==> src/rtl/imem_boot_ctrl.sv <==
// Instruction-memory port owner: shares the single imem port between the
// fetch stage and a boot/debug loader stream, sequencing load sessions.
module imem_boot_ctrl #(
    parameter int unsigned ADDR_W    = 6,
    parameter int unsigned FLUSH_CYC = 2,
    parameter bit          BOOT_HOLD = 1'b0,
    parameter logic [31:0] NOP_WORD  = 32'hE1A00000
) (
    input  logic              clk,
    input  logic              reset,
    input  logic              ld_start,
    input  logic [ADDR_W-1:0] ld_base,
    input  logic [ADDR_W:0]   ld_count,
    input  logic              ld_valid,
    input  logic [31:0]       ld_data,
    output logic              ld_ready,
    input  logic [31:0]       pc_f,
    output logic [31:0]       instr_f,
    output logic              stall_f,
    output logic              cpu_reset,
    output logic              mem_we,
    output logic [ADDR_W-1:0] mem_addr,
    output logic [31:0]       mem_wd,
    input  logic [31:0]       mem_rd,
    output logic              busy,
    output logic              done,
    output logic              oob_err
);

    localparam int unsigned   FC_W  = (FLUSH_CYC > 1) ? $clog2(FLUSH_CYC) : 1;
    localparam logic [ADDR_W:0] DEPTH = {1'b1, {ADDR_W{1'b0}}};
    localparam logic [FC_W-1:0] FC_LAST = FC_W'(FLUSH_CYC - 1);

    typedef enum logic [1:0] {S_HOLD, S_RUN, S_LOAD, S_FLUSH} state_t;

    state_t            state_q, state_d;
    logic [ADDR_W-1:0] wr_ptr_q, wr_ptr_d;
    logic [ADDR_W:0]   remaining_q, remaining_d;
    logic [FC_W-1:0]   flush_cnt_q, flush_cnt_d;
    logic              done_q, done_d;
    logic              oob_err_q, oob_err_d;

    logic              pc_oob;
    logic [ADDR_W:0]   count_clamped;
    logic              unused_pc_lsb;

    // Byte offset within a word carries no meaning for a word-wide imem.
    assign unused_pc_lsb = ^pc_f[1:0];
    assign pc_oob        = |pc_f[31:ADDR_W+2];
    assign count_clamped = (ld_count > DEPTH) ? DEPTH : ld_count;

    always_ff @(posedge clk) begin
        if (reset) begin
            if (BOOT_HOLD) state_q <= S_HOLD;
            else           state_q <= S_RUN;
            wr_ptr_q    <= '0;
            remaining_q <= '0;
            flush_cnt_q <= '0;
            done_q      <= 1'b0;
            oob_err_q   <= 1'b0;
        end else begin
            state_q     <= state_d;
            wr_ptr_q    <= wr_ptr_d;
            remaining_q <= remaining_d;
            flush_cnt_q <= flush_cnt_d;
            done_q      <= done_d;
            oob_err_q   <= oob_err_d;
        end
    end

    always_comb begin
        state_d     = state_q;
        wr_ptr_d    = wr_ptr_q;
        remaining_d = remaining_q;
        flush_cnt_d = flush_cnt_q;
        oob_err_d   = oob_err_q;
        ld_ready    = 1'b0;
        mem_we      = 1'b0;
        mem_addr    = '0;
        mem_wd      = '0;
        instr_f     = NOP_WORD;
        stall_f     = 1'b1;
        cpu_reset   = 1'b1;
        busy        = 1'b1;

        unique case (state_q)
            S_HOLD, S_RUN: begin
                if (state_q == S_RUN) begin
                    cpu_reset = 1'b0;
                    stall_f   = 1'b0;
                    busy      = 1'b0;
                    mem_addr  = pc_f[ADDR_W+1:2];
                    instr_f   = pc_oob ? NOP_WORD : mem_rd;
                    oob_err_d = oob_err_q | pc_oob;
                end
                if (ld_start) begin
                    wr_ptr_d    = ld_base;
                    remaining_d = count_clamped;
                    flush_cnt_d = '0;
                    // A zero-length session is just a core re-reset.
                    state_d     = (ld_count == '0) ? S_FLUSH : S_LOAD;
                end
            end
            S_LOAD: begin
                ld_ready = 1'b1;
                mem_addr = wr_ptr_q;
                mem_wd   = ld_data;
                mem_we   = ld_valid;
                if (ld_valid) begin
                    wr_ptr_d    = wr_ptr_q + 1'b1;
                    remaining_d = remaining_q - 1'b1;
                    if (remaining_q == 1) begin
                        flush_cnt_d = '0;
                        state_d     = S_FLUSH;
                    end
                end
            end
            S_FLUSH: begin
                if (flush_cnt_q == FC_LAST) state_d = S_RUN;
                else                        flush_cnt_d = flush_cnt_q + 1'b1;
            end
            default: state_d = state_q;
        endcase

        done_d = (state_q == S_FLUSH) && (state_d == S_RUN);
    end

    assign done    = done_q;
    assign oob_err = oob_err_q;

endmodule

==> config.mk <==
export PLATFORM = sky130hd
export DESIGN_NAME = imem_boot_ctrl
export DESIGN_NICKNAME = d
export VERILOG_FILES = /design/src/rtl/imem_boot_ctrl.sv
export SDC_FILE = /design/constraint.sdc
export NUM_CORES = 1
export LEC_CHECK = 0
export CORE_ASPECT_RATIO = 1.2
export CORE_MARGIN = 5
export CORE_UTILIZATION = 30
export CTS_CLUSTER_SIZE = 16
export DETAILED_ROUTE_END_ITERATION = 10
export PLACE_DENSITY = 0.89
export SYNTH_ARGS = -nofsm -noshare
export SYNTH_HDL_FRONTEND = slang
export SYNTH_SLANG_ARGS = --single-unit
==> constraint.sdc <==
create_clock -name clk -period 3.56 [get_ports clk]
set_input_delay 0.712 -clock clk [delete_from_list [all_inputs] [get_ports clk]]
set_output_delay 0.712 -clock clk [all_outputs]
set_load 0.05 [all_outputs]
After elaboration in Yosys (flattened, before gate mapping)

Index checks and enable logic that the tools add are counted.

Add/sub/neg operators: 3
$lt $le $gt $ge: 1
Equal/unequal tests: 8
Mux-type cells: 28
Bitwise operators: 1
Reduce and logical (&&, ||, !) cells: 9

Operators by type and width:

| kind                                                  | number |
|---|---|
| two-way mux 32 bit                                    | 4 |
| case mux 6 bit (2 select lines)                       | 2 |
| OR reduction 24 bit                                   | 1 |
| two-way mux 7 bit                                     | 3 |
| two-way mux 6 bit                                     | 3 |
| case mux 7 bit (2 select lines)                       | 1 |
| two-way mux 1 bit                                     | 9 |
| two-way mux 2 bit                                     | 4 |
| == test 7 x 1 -> 1 bit (second input constant)        | 1 |
| greater-than comparator 7 bit (second input constant) | 1 |
| logical NOT 7 bit                                     | 1 |
| subtractor 7 x 1 -> 7 bit (second input constant)     | 1 |
| adder 6 x 1 -> 6 bit (second input constant)          | 1 |
| != test 2 bit (second input constant)                 | 3 |
| case mux 2 bit (3 select lines)                       | 1 |
| AND reduction 3 bit                                   | 2 |
| == test 2 x 1 -> 1 bit (second input constant)        | 2 |
| == test 2 bit (second input constant)                 | 2 |
| case mux 1 bit (3 select lines)                       | 1 |
| logical NOT 2 bit                                     | 1 |
| AND reduction 2 bit                                   | 1 |
| nonzero test 2 bit                                    | 1 |
| OR reduction 2 bit                                    | 1 |
| adder 1 bit (second input constant)                   | 1 |
| other kinds (2)                                       | 2 |

Register bits: 18
Output and inout bits: 77
Word-level logic and storage cells: 56

Longest topological paths before layout

Depth in word-level cells: 6
Mapped depth: 6

Least setup slack after synthesis

Ideal clock, no wire load.

Kind: input to output
Start point: input pc_f[20]
End point: output instr_f[0]
Arrival: 2.022 ns
Required time: 2.848 ns
Slack: 0.826 ns
Cell stages on the path: 5
Buffers on the path: 1
Cell sequence: nor4_1 -> nand4_1 -> nor3_4 -> buf_6 -> and2_1

Word-level cells in the longest chain between the ends: 4

Ends and longest elaborated chain:

| item                | RTL line | RTL |
|---|---|---|
| start: declaration  | 17       | `input logic [31:0] pc_f,` |
| OR reduction 24 bit | 49       | `assign pc_oob = \|pc_f[31:ADDR_W+2];` |
| two-way mux 32 bit  | 93       | `instr_f = pc_oob ? NOP_WORD : mem_rd;` |
| two-way mux 32 bit  | 88       | `if (state_q == S_RUN) begin` |
| two-way mux 32 bit  | 86       | `unique case (state_q)` |
| end: declaration    | 18       | `output logic [31:0] instr_f,` |

No other way between the ends.

Worst setup path in the final report

Start point: input pc_f[24]
End point: output instr_f[10]

Same word-level chain as after synthesis.

==> qor.csv <==
stage,metric,value,unit
sta,fin_crit,3.21,ns
cells_and_area,layout_commonest_cell,clkdlybuf4s50_1,
clocking,cts_sinks,18,
floorplan,fp.coreArea,5300,µm²
placement,gp_congestion,0.828,
power,peakVddDrop,166,µV
flow_run,drv_cap,0,
placement,dp_hpwl,6.42,mm
sta,rsz0062_at_grt,false,
routing,drc_errors,0,
sta,finalHoldViolCount,0,
critical_path,cp_data_required_time,2.85,ns
global_routing,grt_pass1_vias,2227,
clocking,insertion_delay,0.26,ns
synthesis,yosysSeqAreaShare,22.1,%
clocking,ctsHoldBuffers,0,
sta,max_freq,311,MHz
power,p_sw,247,µW
critical_path,cp_max_fo,32,
synthesis,synth_edf_count,0,
sta,slew-limit-headroom,43.8,%
power,powerDensity,192,nW/µm²
sta,tns,0,ns
cells_and_area,seq_area,360,µm²
clocking,cts_max_level,1,
synthesis,async_reset_ff_share,0,%
cells_and_area,drive_gt1_share,12.3,%
routing,vias_per_cell,4.96,
placement,numPortBuffers,187,
routing,wl_per_cell,16.2,µm
floorplan,fp-row-count,29,
global_routing,grtUsageTotal,19.9,%
synthesis,syn_nets,338,
clocking,tritoncts,done,
critical_path,crit_chain,clkdlybuf4s50_1 > nor4_1 > nand4_1 > nor3_4 > buf_4 > and2_1 > buf_12,
cells_and_area,final_nets,515,
critical_path,worstSetupEndpointType,primary output,
global_routing,grt_pass1_wl,11.4,mm
global_routing,grt_max_degree,54,
clocking,cts-root-buf,clkbuf_8,
min_path,hold_class,register to register,
critical_path,start_kind,primary input,
critical_path,worst_path_dominant_cell_family,simple AND/OR/NAND/NOR gates,
cells_and_area,area_delta_synth_final,131,%
synthesis,ys_types,41,
cells_and_area,fillers,410,
clocking,ctsResizeCount,0,
routing,vias,2278,
critical_path,slowest_stage,clkdlybuf4s50_1,
power,combPwrFrac,48.4,%
routing,routed_wl,7.42,mm
power,clkPwrFrac,19.3,%
sta,slew_violations,0,
clocking,post_cts.repair.setup_buffers,0,
clocking,clkTransAtPathRegs,0.06,ns
sta,finalClockSkew,0.00363,ns
floorplan,start_util,30.8,%
floorplan,io_pins,190,
power,sequentialPowerShare,32.3,%
routing,ant_nets,0,
synthesis,ys_ff_latch,18,
global_routing,antenna_found_initial,0,
synthesis,syn_area_per_cell,7.34,µm²
synthesis,ys.flop_type,dfxtp_1,
cells_and_area,multi_input_area,1130,µm²
floorplan,die_w,77.3,µm
sta,finalSetupViolations,0,
status,status,"complete, no violations",
routing,first_iter_violations,83,
power,p_leak,1.45,nW
critical_path,arrival,2.50,ns
critical_path,setup.worst_path.class,primary input to primary output,
global_routing,grt_overflow,0,
critical_path,worst-path-buf-inv,3,
synthesis,syn_area,1630,µm²
synthesis,yosys_warnings,0,
clocking,numCtsBuffers,3,
floorplan,die_area,7010,µm²
power,sw_frac_of_total,34.1,%
critical_path,cpPeakStageDelay,0.42,ns
synthesis,postSynthCellCount,222,
floorplan,dieHeight,90.7,µm
sta,fin_crit_sh,90.2,%
cells_and_area,diodes,0,
cells_and_area,layout_common_cells,"154 x clkdlybuf4s50_1, 59 x and2_1, 26 x buf_12",
sta,tightestPinTransition,0.844,ns
clocking,cts.path.max_buffers,2,
power,internal_power,477,µW
power,finalPower,724,µW
routing,drtPass1Iterations,4,
[routing by layer]
metal	track usage, %	vias up	share of wire [%]
li1	-	1122	-
met4	5.16	0	1.5
met3	8.18	9	14
met5	0	-	0
met2	37.1	153	51
met1	19.9	994	34
[flip-flops by register name, indices dropped and copies added, names as in the netlist]
register     count
oob_err          1
remaining_q      7
state_q          2
done             1
flush_cnt_q      1
wr_ptr_q         6
[synth_stat cells, types with 6 or more instances]
cell type | n | share of area (%)
a21oi_1 | 20 | 6.1
a22o_1 | 6 | 3.2
and2_1 | 59 | 23
clkbuf_1 | 7 | 1.6
dfxtp_1 | 18 | 22
nand2_1 | 8 | 1.8
nand2b_1 | 9 | 3.5
nor2_1 | 11 | 2.5
nor3_1 | 6 | 1.8
nor4_1 | 7 | 2.7
o21ai_0 | 12 | 3.7
[metrics by stage]
step / util (%) / std cells / hold slack, ns / worst slack, ns / area [µm²]
floorplan: - / 222 / 0.448 / 0.826 / 1630
global placement: 70.4 / 456 / 0.437 / 0.408 / 3730
detailed placement: 70.4 / 456 / 0.444 / 0.366 / 3730
CTS: 71.2 / 459 / 0.452 / 0.358 / 3770
global route: 71.2 / 459 / 0.499 / 0.240 / 3770
finish: 71.2 / 459 / 0.448 / 0.348 / 3770
[tightest hold or removal path, cell delays in order (launching register included)]
cell,delay [ns]
dfxtp_1,0.31
inv_1,0.04
a21oi_1,0.05
[worst paths after layout]
kind	endpoint	slack, ns	cells past startpoint	start
min	oob_err	0.45	2	oob_err
max	instr_f[10]	0.35	7	pc_f[24]
max reg2reg	remaining_q[1]	1.46	5	state_q[1]
min reg2reg	oob_err	0.45	2	oob_err
[area by class of cell]
type / count / area share, %
clock buffer: 3 / 1.10
timing repair buffer: 189 / 56.5
sequential: 18 / 9.56
inverter: 7 / 0.697
multi-input combinational: 180 / 30.1
tap: 62 / 2.06
[cells by family after synthesis]
logic type,Yosys count,share of synthesized area (%)
AOI/OAI and AO/OA,52,20.4
adders and majority gates,3,2.30
buffers and inverters,24,8.22
DFF,18,22.1
muxes,3,1.92
and+or+nand+nor,122,45.0
[power by group through the flow]
stage	combinational, mW	sequential [mW]	clock (mW)
floorplan	0.173	0.238	0
global route	0.373	0.236	0.152
CTS	0.352	0.233	0.141
finish	0.350	0.234	0.140
detailed placement	0.351	0.238	0
global placement	0.346	0.237	0
Power figures use the tool's default switching activity.
